==> config.mk <==
export PLATFORM = sky130hd
export DESIGN_NAME = pa_core_csr_ctrl
export DESIGN_NICKNAME = d
export VERILOG_FILES = /design/src/rtl/pa_core_csr_ctrl.sv
export SDC_FILE = /design/constraint.sdc
export NUM_CORES = 1
export LEC_CHECK = 0
export BUFFER_PORTS_ARGS = -buffer_cell sky130_fd_sc_hd__clkbuf_2
export CORE_ASPECT_RATIO = 0.6
export CORE_MARGIN = 4
export CORE_UTILIZATION = 36
export DETAILED_ROUTE_END_ITERATION = 7
export GPL_TIMING_DRIVEN = 0
export PLACE_DENSITY_LB_ADDON = 0.25
export SLEW_MARGIN = 10
export SYNTH_ARGS = -nofsm -noshare
export SYNTH_HDL_FRONTEND = slang
export SYNTH_SLANG_ARGS = --single-unit
==> constraint.sdc <==
create_clock -name clk_i -period 1.7 [get_ports clk_i]
set_clock_uncertainty 0.05 [all_clocks]
set_input_delay 0.085 -clock clk_i [delete_from_list [all_inputs] [get_ports clk_i]]
set_output_delay 0.085 -clock clk_i [all_outputs]
set_load 0.03 [all_outputs]
==> src/rtl/pa_core_csr_ctrl.sv <==
// pa_core_csr_ctrl: CSR instruction / trap entry / MRET sequencer driving a single-port CSR file.
// Define PA_CORE_TRAP_VECTORED_EN to enable vectored interrupt trap targets.
module pa_core_csr_ctrl #(
  parameter int DATA_BUS_WIDTH = 32,
  parameter int CSR_BUS_WIDTH  = 12
) (
  input  logic                      clk_i,
  input  logic                      rst_i,
  input  logic                      csr_req_i,
  input  logic [1:0]                csr_op_i,
  input  logic [CSR_BUS_WIDTH-1:0]  csr_addr_i,
  input  logic [DATA_BUS_WIDTH-1:0] csr_src_i,
  output logic                      csr_ack_o,
  output logic [DATA_BUS_WIDTH-1:0] csr_rd_data_o,
  input  logic                      trap_req_i,
  input  logic [DATA_BUS_WIDTH-1:0] trap_cause_i,
  input  logic [DATA_BUS_WIDTH-1:0] trap_pc_i,
  input  logic [DATA_BUS_WIDTH-1:0] trap_val_i,
  input  logic                      mret_req_i,
  output logic                      busy_o,
  output logic                      redirect_vld_o,
  output logic [DATA_BUS_WIDTH-1:0] redirect_pc_o,
  output logic [CSR_BUS_WIDTH-1:0]  csr_raddr_o,
  input  logic [DATA_BUS_WIDTH-1:0] csr_rdata_i,
  output logic [CSR_BUS_WIDTH-1:0]  csr_waddr_o,
  output logic                      csr_waddr_vld_o,
  output logic [DATA_BUS_WIDTH-1:0] csr_wdata_o,
  input  logic [DATA_BUS_WIDTH-1:0] csr_mtvec_i,
  input  logic [DATA_BUS_WIDTH-1:0] csr_mepc_i,
  input  logic [DATA_BUS_WIDTH-1:0] csr_mstatus_i
);
  typedef enum logic [2:0] {
    IDLE, CSR_WR, TRAP_EPC, TRAP_CAUSE, TRAP_TVAL, TRAP_STAT, MRET_STAT, REDIRECT
  } state_t;
  localparam logic [DATA_BUS_WIDTH-1:0] LOW2 = DATA_BUS_WIDTH'(3);
  state_t                    state, state_nxt;
  logic [1:0]                op_q;
  logic [CSR_BUS_WIDTH-1:0]  addr_q;
  logic [DATA_BUS_WIDTH-1:0] src_q, old_q, cause_q, pc_q, val_q;
  logic                      trap_q;
  logic                      idle, trap_acc, mret_acc, csr_acc, csr_we;
  logic [DATA_BUS_WIDTH-1:0] csr_new, trap_stat, mret_stat, trap_base, trap_tgt;
  assign idle     = state == IDLE;
  assign trap_acc = idle && trap_req_i;
  assign mret_acc = idle && !trap_req_i && mret_req_i;
  assign csr_acc  = idle && !trap_req_i && !mret_req_i && csr_req_i;
  // op 00 is reserved and behaves as RW, so op_q[1] alone separates RW from RS/RC
  assign csr_new = op_q == 2'b10 ? old_q | src_q : op_q == 2'b11 ? old_q & ~src_q : src_q;
  assign csr_we  = !op_q[1] || src_q != '0;
  always_comb begin
    trap_stat        = csr_mstatus_i;
    trap_stat[7]     = csr_mstatus_i[3];
    trap_stat[3]     = 1'b0;
    trap_stat[12:11] = 2'b11;
    mret_stat        = csr_mstatus_i;
    mret_stat[3]     = csr_mstatus_i[7];
    mret_stat[7]     = 1'b1;
    mret_stat[12:11] = 2'b11;
  end
  assign trap_base = csr_mtvec_i & ~LOW2;
`ifdef PA_CORE_TRAP_VECTORED_EN
  assign trap_tgt = csr_mtvec_i[1:0] == 2'b01 && cause_q[DATA_BUS_WIDTH-1]
                  ? trap_base + {cause_q[DATA_BUS_WIDTH-3:0], 2'b00} : trap_base;
`else
  assign trap_tgt = trap_base;
`endif
  always_ff @(posedge clk_i) begin
    if (rst_i) state <= IDLE;
    else state <= state_nxt;
  end
  always_ff @(posedge clk_i) begin
    if (rst_i) begin
      op_q    <= '0;
      addr_q  <= '0;
      src_q   <= '0;
      old_q   <= '0;
      cause_q <= '0;
      pc_q    <= '0;
      val_q   <= '0;
      trap_q  <= 1'b0;
    end else begin
      if (csr_acc) begin
        op_q   <= csr_op_i;
        addr_q <= csr_addr_i;
        src_q  <= csr_src_i;
        old_q  <= csr_rdata_i;
      end
      if (trap_acc) begin
        cause_q <= trap_cause_i;
        pc_q    <= trap_pc_i & ~LOW2;
        val_q   <= trap_val_i;
        trap_q  <= 1'b1;
      end
      if (mret_acc) trap_q <= 1'b0;
    end
  end
  always_comb begin
    state_nxt = state;
    case (state)
      IDLE:       state_nxt = trap_acc ? TRAP_EPC : mret_acc ? MRET_STAT : csr_acc ? CSR_WR : IDLE;
      CSR_WR:     state_nxt = IDLE;
      TRAP_EPC:   state_nxt = TRAP_CAUSE;
      TRAP_CAUSE: state_nxt = TRAP_TVAL;
      TRAP_TVAL:  state_nxt = TRAP_STAT;
      TRAP_STAT:  state_nxt = REDIRECT;
      MRET_STAT:  state_nxt = REDIRECT;
      REDIRECT:   state_nxt = IDLE;
      default:    state_nxt = IDLE;
    endcase
  end
  always_comb begin
    busy_o          = !idle;
    csr_raddr_o     = idle ? csr_addr_i : addr_q;
    csr_ack_o       = state == CSR_WR;
    csr_rd_data_o   = csr_ack_o ? old_q : '0;
    redirect_vld_o  = state == REDIRECT;
    redirect_pc_o   = !redirect_vld_o ? '0 : trap_q ? trap_tgt : csr_mepc_i;
    csr_waddr_vld_o = (state == CSR_WR && csr_we) || state == TRAP_EPC || state == TRAP_CAUSE ||
                      state == TRAP_TVAL || state == TRAP_STAT || state == MRET_STAT;
    csr_waddr_o     = state == CSR_WR     ? addr_q :
                      state == TRAP_EPC   ? CSR_BUS_WIDTH'(12'h341) :
                      state == TRAP_CAUSE ? CSR_BUS_WIDTH'(12'h342) :
                      state == TRAP_TVAL  ? CSR_BUS_WIDTH'(12'h343) :
                      state == TRAP_STAT || state == MRET_STAT ? CSR_BUS_WIDTH'(12'h300) : '0;
    csr_wdata_o     = state == CSR_WR     ? csr_new :
                      state == TRAP_EPC   ? pc_q :
                      state == TRAP_CAUSE ? cause_q :
                      state == TRAP_TVAL  ? val_q :
                      state == TRAP_STAT  ? trap_stat :
                      state == MRET_STAT  ? mret_stat : '0;
  end
endmodule

==> metrics.txt, run 1 <==
# TYPE chip_impl_metric gauge
chip_impl_metric{name="holdWs",unit="ns"} 0.0321
chip_impl_metric{name="drcViolationCount",unit=""} 0
chip_impl_metric{name="synthesis.nets",unit=""} 1549
chip_impl_metric{name="grt_use_met1",unit="%"} 47.0
chip_impl_metric{name="syn_area_per_cell",unit="um^2"} 7.01
chip_impl_metric{name="grt-ovfl-total",unit=""} 0
chip_impl_metric{name="placeableCoreArea",unit="um^2"} 24300
chip_impl_metric{name="asyncSetResetFlopFracSynth",unit="%"} 0
chip_impl_metric{name="dr.first_iter.drc_count",unit=""} 1231
chip_impl_info{name="worst_path_cell_trace",value="buf_8 -> buf_12 -> buf_12 -> mux2i_1 -> nor2_1 -> a21oi_1 -> o211ai_1 -> buf_4"} 1
chip_impl_metric{name="layout_min_cycle_time",unit="ns"} 2.13
chip_impl_metric{name="drt_pass1_iterations",unit=""} 7
chip_impl_metric{name="gr-usage-all-layers",unit="%"} 33.2
chip_impl_metric{name="synth_enable_flop_cells",unit=""} 0
chip_impl_metric{name="vias_in_the_first_global_route",unit=""} 12100
chip_impl_metric{name="dpl.cell_count",unit=""} 1987
chip_impl_info{name="grt-busiest-layer",value="met2"} 1
chip_impl_metric{name="setup_violations",unit=""} 298
chip_impl_metric{name="timing.max_cap.violations",unit=""} 0
chip_impl_metric{name="actual_transition_at_the_worst_max_transition_pin",unit="ns"} 0.822
chip_impl_metric{name="ios",unit=""} 399
chip_impl_metric{name="post_layout_nonfiller_instances",unit=""} 2284
chip_impl_metric{name="gp_congestion",unit=""} 0.942
chip_impl_metric{name="timing.setup.tns",unit="ns"} -69.63
chip_impl_metric{name="synth.cell_area",unit="um^2"} 8930
chip_impl_metric{name="effective_utilization_at_floorplan",unit="%"} 36.8
chip_impl_info{name="yosys-top-cells-area",value="sky130_fd_sc_hd__dfxtp_1 39%, sky130_fd_sc_hd__nand2_1 19%, sky130_fd_sc_hd__a21oi_1 13%, sky130_fd_sc_hd__mux2i_1 6.3%, sky130_fd_sc_hd__nor2_1 4.0%"} 1
chip_impl_metric{name="floorplan.die_area",unit="um^2"} 27500
chip_impl_metric{name="worst-path-buf-inv",unit=""} 4
chip_impl_metric{name="cellPowerDensity",unit="nW/um^2"} 827
chip_impl_metric{name="cp.arrival",unit="ns"} 2.00
chip_impl_metric{name="initial_antenna_violation_count",unit=""} 1
chip_impl_metric{name="final_layout_size_suffix_gt1_share",unit="%"} 43.9
chip_impl_metric{name="clock_insertion_delay_worst_skew",unit="ns"} 0.43
chip_impl_metric{name="power.total",unit="uW"} 15000
chip_impl_info{name="synth.most_common_cell",value="sky130_fd_sc_hd__nand2_1"} 1
chip_impl_info{name="rsz_0062_raised_after_global_routing",value="true"} 1
chip_impl_metric{name="ir_drop",unit="mV"} 0.638
chip_impl_metric{name="floorplan.die.height",unit="um"} 130
chip_impl_metric{name="max_freq",unit="MHz"} 469
chip_impl_metric{name="clock_sinks",unit=""} 176
chip_impl_metric{name="io_buffer_count",unit=""} 391
chip_impl_info{name="crit_start_category",value="register"} 1
chip_impl_info{name="synth.top_cells.by_count",value="446 x sky130_fd_sc_hd__nand2_1, 234 x sky130_fd_sc_hd__a21oi_1, 176 x sky130_fd_sc_hd__dfxtp_1"} 1
chip_impl_metric{name="drt-wirelength-per-cell",unit="um"} 22.3
chip_impl_metric{name="cts_htree_levels",unit=""} 4
chip_impl_metric{name="static-leakage-power",unit="uW"} 0.00742
chip_impl_metric{name="finalWirelength",unit="um"} 50900
chip_impl_metric{name="synth-warning-count",unit=""} 0
chip_impl_metric{name="grt_use_met2",unit="%"} 51.8
chip_impl_metric{name="die-width",unit="um"} 211
chip_impl_metric{name="critPathMaxFanout",unit=""} 6
chip_impl_metric{name="postSynthRegisterBits",unit=""} 176
chip_impl_metric{name="met3_usage",unit="%"} 6.37
chip_impl_info{name="path_common_cell",value="sky130_fd_sc_hd__buf_12"} 1
chip_impl_info{name="capturing_element_type_of_the_critical_path",value="primary output"} 1
chip_impl_metric{name="buffer_levels_on_the_longest_clock_path",unit=""} 2
chip_impl_metric{name="slowest_delay",unit="ns"} 0.41
chip_impl_metric{name="fill_cells",unit=""} 1660
chip_impl_metric{name="syn_to_final_growth",unit="%"} 103
chip_impl_info{name="tritoncts",value="done"} 1
chip_impl_metric{name="setup_ws",unit="ns"} -0.432
chip_impl_info{name="status",value="complete, but fails checks"} 1
chip_impl_info{name="cp_slowest_cell",value="sky130_fd_sc_hd__dfxtp_4"} 1
chip_impl_metric{name="antenna_violating_nets_post_route",unit=""} 0
chip_impl_metric{name="yosys.area.top_type_share",unit="%"} 39.5
chip_impl_metric{name="rows",unit=""} 44
chip_impl_metric{name="synth.yosys.seq_area_share",unit="%"} 39.5
chip_impl_metric{name="finish.net_count",unit=""} 2224
chip_impl_info{name="crit_type",value="reg2out"} 1
chip_impl_metric{name="relSlewSlack",unit="%"} 45.2
chip_impl_metric{name="synthCells",unit=""} 1274
chip_impl_metric{name="detail_route.vias_per_cell",unit=""} 5.56
chip_impl_info{name="failed_checks",value="setup timing"} 1
chip_impl_info{name="holdCritPathClass",value="in2reg"} 1
chip_impl_info{name="synth-main-ff-cell",value="sky130_fd_sc_hd__dfxtp_1"} 1
chip_impl_metric{name="cp_data_required_time",unit="ns"} 1.56
chip_impl_metric{name="timing_max_transition_violations_final",unit=""} 0
chip_impl_metric{name="vias",unit=""} 12700
chip_impl_info{name="clock_tree.root_cell",value="sky130_fd_sc_hd__clkbuf_16"} 1
chip_impl_metric{name="maximum_number_of_pins_on_one_net_before_global_route_repair",unit=""} 17
chip_impl_metric{name="detailedPlace.worstSlack",unit="ns"} -0.787
chip_impl_info{name="cp_top_family",value="buffers and inverters"} 1
chip_impl_metric{name="hpwl_dp",unit="um"} 32100
chip_impl_metric{name="netlist-cell-type-count",unit=""} 38
chip_impl_metric{name="report.final.hold_viol_count",unit=""} 0
chip_impl_metric{name="clkTransAtPathRegs",unit="ns"} 0.07
chip_impl_metric{name="wire_length_of_the_first_global_routing_pass",unit="um"} 70100
chip_impl_metric{name="cts-buffers-inserted",unit=""} 17
chip_impl_metric{name="min_period_over_period",unit="%"} 125
chip_impl_info{name="synth.largest_area_cell",value="sky130_fd_sc_hd__dfxtp_1"} 1
[flip-flops by register name (all words and copies together), names as in the netlist]
signal	cells
trap_q	1
cause_q	32
op_q	2
addr_q	12
state	3
src_q	32
pc_q	30
val_q	32
old_q	32
[worst paths after layout]
kind / cells past startpoint / startpoint / end / slack (ns)
setup / recovery: 8 / state[0]$_SDFF_PP0_ / csr_wdata_o[2] / -0.43
hold / removal: 4 / trap_req_i / state[2]$_SDFF_PP0_ / 0.03
hold reg to reg: 2 / cause_q[29]$_SDFFE_PP0P_ / cause_q[29]$_SDFFE_PP0P_ / 0.41
setup reg to reg: 9 / state[0]$_SDFF_PP0_ / old_q[13]$_SDFFE_PP0N_ / -0.28
[kinds of logic after synthesis]
| kind of cell | count (synthesis) | synth area share (%) |
|---|---|---|
| compound gates | 313 | 20.0 |
| buf+inv | 114 | 6.02 |
| flops | 176 | 39.5 |
| mux | 60 | 6.78 |
| simple gates | 611 | 27.8 |
[metal layers]
metal	part of all wire [%]	routed length (um)
met1	41	21100
met2	45	22900
met3	10	5280
met4	3.3	1670
met5	0	0
[per-stage QoR]
stage | cell area, um^2 | util (%)
floorplan | 9070 | -
global placement | 11400 | 47.1
detailed placement | 11400 | 47.1
CTS | 17000 | 70.0
global route | 18100 | 74.5
finish | 18100 | 74.5
[cells in the final DEF (no fill, tap or decap), types with 28 or more instances in the layout]
cell / count
sky130_fd_sc_hd__nand2_2: 50
sky130_fd_sc_hd__dlygate4sd3_1: 173
sky130_fd_sc_hd__buf_12: 30
sky130_fd_sc_hd__buf_8: 109
sky130_fd_sc_hd__nor2_1: 52
sky130_fd_sc_hd__buf_4: 57
sky130_fd_sc_hd__dfxtp_1: 171
sky130_fd_sc_hd__a21oi_2: 75
sky130_fd_sc_hd__and3_4: 35
sky130_fd_sc_hd__nor2_4: 34
sky130_fd_sc_hd__buf_6: 36
sky130_fd_sc_hd__mux2i_1: 53
sky130_fd_sc_hd__clkbuf_2: 274
sky130_fd_sc_hd__a21oi_1: 155
sky130_fd_sc_hd__clkbuf_8: 30
sky130_fd_sc_hd__clkbuf_16: 37
sky130_fd_sc_hd__a22o_1: 28
sky130_fd_sc_hd__nand2_1: 391
[area by class of cell]
type	count	area (um^2)	area share [%]
Buffer	101	1210	6.67
Sequential cell	176	3530	19.5
Multi-Input combinational cell	984	6120	33.8
Antenna cell	1	2.50	0.0138
Timing Repair Buffer	664	6170	34.1
Tap cell	322	403	2.23
Clock buffer	23	488	2.70
Inverter	5	40.0	0.221
Clock inverter	8	129	0.712
[worst reg2reg max path: stages, from the launching register on]
cell	delay, ns
sky130_fd_sc_hd__dfxtp_4	0.38
sky130_fd_sc_hd__buf_4	0.15
sky130_fd_sc_hd__nor3_4	0.24
sky130_fd_sc_hd__buf_4	0.15
sky130_fd_sc_hd__buf_6	0.12
sky130_fd_sc_hd__and3_4	0.29
sky130_fd_sc_hd__buf_8	0.17
sky130_fd_sc_hd__buf_6	0.13
sky130_fd_sc_hd__nand2_1	0.07
sky130_fd_sc_hd__a21oi_1	0.14
[where the power goes]
| group | switching (uW) | internal, uW |
|---|---|---|
| Combinational | 3120 | 3000 |
| Sequential | 216 | 4390 |
| Clock | 1760 | 2470 |
| Total | 5100 | 9870 |
[repair_timing]
action | CTS | global route
resized for setup | 571 | 344
setup buffers | 50 | 28
pin swaps | 68 | 46
endpoints found under the setup margin | 299 | 298
cloned | 24 | 7
endpoints found under the hold margin | 173 | 0
hold buffers | 173 | 0
No activity file was read; power rests on OpenSTA's default activity.
==> run 2: changes to the inputs <==
--- a/config.mk
+++ b/config.mk
@@ -9,6 +9,7 @@
 export CORE_ASPECT_RATIO = 0.6
 export CORE_MARGIN = 4
 export CORE_UTILIZATION = 36
+export CTS_BUF_LIST = sky130_fd_sc_hd__clkbuf_4
 export DETAILED_ROUTE_END_ITERATION = 7
 export GPL_TIMING_DRIVEN = 0
 export PLACE_DENSITY_LB_ADDON = 0.25
==> metrics.txt, run 2 (same netlist as run 1, synthesis figures left out) <==
# TYPE chip_impl_metric gauge
chip_impl_metric{name="dpl_cell_area",unit="um^2"} 11400
chip_impl_metric{name="timing.max_cap.violations",unit=""} 0
chip_impl_metric{name="timing.setup.tns",unit="ns"} -130.25
chip_impl_metric{name="floorplan.die_area",unit="um^2"} 27500
chip_impl_metric{name="drcViolationCount",unit=""} 0
chip_impl_info{name="rsz_0062_raised_after_global_routing",value="true"} 1
chip_impl_metric{name="effective_utilization_at_floorplan",unit="%"} 36.8
chip_impl_metric{name="dr.first_iter.drc_count",unit=""} 1423
chip_impl_metric{name="finish.net_count",unit=""} 2258
chip_impl_metric{name="setup_ws",unit="ns"} -0.692
chip_impl_metric{name="finish.utilization",unit="%"} 78.1
chip_impl_metric{name="timing_max_transition_violations_final",unit=""} 0
chip_impl_metric{name="vias_in_the_first_global_route",unit=""} 12300
chip_impl_metric{name="dpl.cell_count",unit=""} 1987
chip_impl_metric{name="drt-wirelength-per-cell",unit="um"} 23.9
chip_impl_metric{name="cp_data_required_time",unit="ns"} 1.56
chip_impl_metric{name="io_buffer_count",unit=""} 391
chip_impl_metric{name="max_freq",unit="MHz"} 418
chip_impl_metric{name="syn_to_final_growth",unit="%"} 112
chip_impl_info{name="r2r-start",value="state[0]$_SDFF_PP0_"} 1
chip_impl_metric{name="buffer_levels_on_the_longest_clock_path",unit=""} 2
chip_impl_info{name="tritoncts",value="done"} 1
chip_impl_metric{name="floorplan.die.height",unit="um"} 130
chip_impl_metric{name="static-leakage-power",unit="uW"} 0.00779
chip_impl_metric{name="grt-ovfl-total",unit=""} 0
chip_impl_info{name="crit_start_category",value="register"} 1
chip_impl_info{name="failed_checks",value="setup timing"} 1
chip_impl_metric{name="relSlewSlack",unit="%"} 45.5
chip_impl_metric{name="reg2reg_depth",unit=""} 11
chip_impl_info{name="holdCritPathClass",value="in2reg"} 1
chip_impl_info{name="mostFrequentLayoutCells",value="324 x sky130_fd_sc_hd__nand2_1, 267 x sky130_fd_sc_hd__clkbuf_2, 176 x sky130_fd_sc_hd__dlygate4sd3_1"} 1
chip_impl_metric{name="clkTransAtPathRegs",unit="ns"} 0.15
chip_impl_info{name="capturing_element_type_of_the_critical_path",value="primary output"} 1
chip_impl_metric{name="cellPowerDensity",unit="nW/um^2"} 749
chip_impl_metric{name="layout_min_cycle_time",unit="ns"} 2.39
chip_impl_metric{name="cts_htree_levels",unit=""} 4
chip_impl_metric{name="hpwl_dp",unit="um"} 32100
chip_impl_metric{name="antenna_violating_nets_post_route",unit=""} 0
chip_impl_metric{name="final_layout_size_suffix_gt1_share",unit="%"} 48.9
chip_impl_metric{name="reg2reg_setup_slack",unit="ns"} -0.48
chip_impl_metric{name="setup_violations",unit=""} 298
chip_impl_metric{name="actual_transition_at_the_worst_max_transition_pin",unit="ns"} 0.817
chip_impl_info{name="worstHoldStart",value="trap_val_i[6]"} 1
chip_impl_metric{name="postLayoutCellArea",unit="um^2"} 19000
chip_impl_metric{name="gp_congestion",unit=""} 0.942
chip_impl_metric{name="gr-usage-all-layers",unit="%"} 34.9
chip_impl_info{name="crit_type",value="reg2out"} 1
chip_impl_metric{name="power.total",unit="uW"} 14200
chip_impl_info{name="r2r_endpoint",value="val_q[19]$_SDFFE_PP0P_"} 1
chip_impl_metric{name="clock_insertion_delay_worst_skew",unit="ns"} 0.61
chip_impl_metric{name="maximum_number_of_pins_on_one_net_before_global_route_repair",unit=""} 17
chip_impl_metric{name="report.final.hold_viol_count",unit=""} 0
chip_impl_info{name="setup.worst_path.start",value="state[0]$_SDFF_PP0_"} 1
chip_impl_info{name="final_common_cell",value="sky130_fd_sc_hd__nand2_1"} 1
chip_impl_metric{name="ir_drop",unit="mV"} 0.567
chip_impl_metric{name="wire_length_of_the_first_global_routing_pass",unit="um"} 73000
chip_impl_metric{name="rows",unit=""} 44
chip_impl_metric{name="vias",unit=""} 13200
chip_impl_info{name="status",value="complete, but fails checks"} 1
chip_impl_info{name="clock_tree.root_cell",value="sky130_fd_sc_hd__clkbuf_4"} 1
chip_impl_metric{name="post_layout_nonfiller_instances",unit=""} 2319
chip_impl_metric{name="min_period_over_period",unit="%"} 141
chip_impl_metric{name="die-width",unit="um"} 211
chip_impl_metric{name="detail_route.vias_per_cell",unit=""} 5.69
chip_impl_metric{name="finalWirelength",unit="um"} 55400
chip_impl_info{name="worstSetupEndpoint",value="csr_wdata_o[2]"} 1
chip_impl_metric{name="drt_pass1_iterations",unit=""} 8
chip_impl_metric{name="cp.arrival",unit="ns"} 2.26
chip_impl_metric{name="placeableCoreArea",unit="um^2"} 24300
chip_impl_metric{name="fill_cells",unit=""} 1517
chip_impl_metric{name="initial_antenna_violation_count",unit=""} 4
chip_impl_metric{name="critPathMaxFanout",unit=""} 5
chip_impl_metric{name="ios",unit=""} 399
chip_impl_metric{name="clock_sinks",unit=""} 176
chip_impl_metric{name="cts-buffers-inserted",unit=""} 17
==> run 2: cell types whose count changed in the layout (fill, tap and decap cells not counted), moves of 5 or more <==
cell,before,now
sky130_fd_sc_hd__o22ai_4,1,6
sky130_fd_sc_hd__clkbuf_4,8,24
sky130_fd_sc_hd__buf_8,109,126
sky130_fd_sc_hd__clkbuf_2,274,267
sky130_fd_sc_hd__nand2_1,391,324
sky130_fd_sc_hd__nand2_4,4,20
sky130_fd_sc_hd__a21oi_2,75,87
sky130_fd_sc_hd__clkbuf_16,37,28
sky130_fd_sc_hd__a21oi_1,155,145
sky130_fd_sc_hd__buf_6,36,45
sky130_fd_sc_hd__clkbuf_8,30,21
sky130_fd_sc_hd__buf_12,30,40
sky130_fd_sc_hd__nand2_2,50,100
==> run 2: layout make-up <==
class	instances	area (um^2)	share of cell area (%)
antenna	2	5.00	0.0264
buffer	98	1310	6.89
clock buffer	19	143	0.752
clock inverter	12	144	0.759
inverter	5	38.8	0.204
multi-input combinational	985	6530	34.4
sequential	176	3540	18.7
tap	322	403	2.12
timing repair buffer	700	6860	36.1
==> run 2: per-stage QoR <==
stage / hold slack (ns) / setup WS [ns]
5_1_grt: 0.142 / -0.734
3_3_place_gp: 0.262 / -0.760
6_report: 0.186 / -0.692
2_1_floorplan: 0.171 / -0.135
3_5_place_dp: 0.263 / -0.787
4_1_cts: 0.143 / -0.669
==> run 2: power by group <==
| group | total (uW) | switching [uW] | internal [uW] |
|---|---|---|---|
| logic | 6920 | 3450 | 3470 |
| registers | 4640 | 244 | 4400 |
| clock network | 2650 | 1620 | 1030 |
==> run 2: worst min path at each step <==
stage                                to  depth (start not counted)
2_1_floorplan   cause_q[7]$_SDFFE_PP0P_                          2
3_3_place_gp      pc_q[14]$_SDFFE_PP0P_                          3
3_5_place_dp   cause_q[10]$_SDFFE_PP0P_                          3
4_1_cts           val_q[6]$_SDFFE_PP0P_                          4
5_1_grt        cause_q[16]$_SDFFE_PP0P_                          4
6_report          val_q[6]$_SDFFE_PP0P_                          4
==> run 2: timing repair <==
item | in CTS | in global routing
pin swaps | 83 | 75
hold endpoints to repair | 176 | 0
hold buffers | 176 | 0
gates resized for setup | 691 | 437
setup endpoints to repair | 299 | 299
buffers inserted | 73 | 28
cloned | 30 | 17
==> run 2: critical path, cell delays in order (launching register included) <==
cell	delay (ns)
sky130_fd_sc_hd__dfxtp_4	0.41
sky130_fd_sc_hd__buf_6	0.12
sky130_fd_sc_hd__nor2b_4	0.19
sky130_fd_sc_hd__buf_12	0.15
sky130_fd_sc_hd__clkbuf_16	0.15
sky130_fd_sc_hd__a22o_1	0.13
sky130_fd_sc_hd__nand2_1	0.06
sky130_fd_sc_hd__o211ai_1	0.20
sky130_fd_sc_hd__buf_4	0.24
==> run 2: per-layer routing <==
layer / GRT usage (%) / vias to the layer above / routed length (um)
met4: 9.88 / 4 / 1950
li1: - / 5733 / -
met3: 7.59 / 177 / 6300
met2: 53.6 / 1005 / 24700
met5: 0 / - / 26
met1: 49.7 / 6284 / 22500
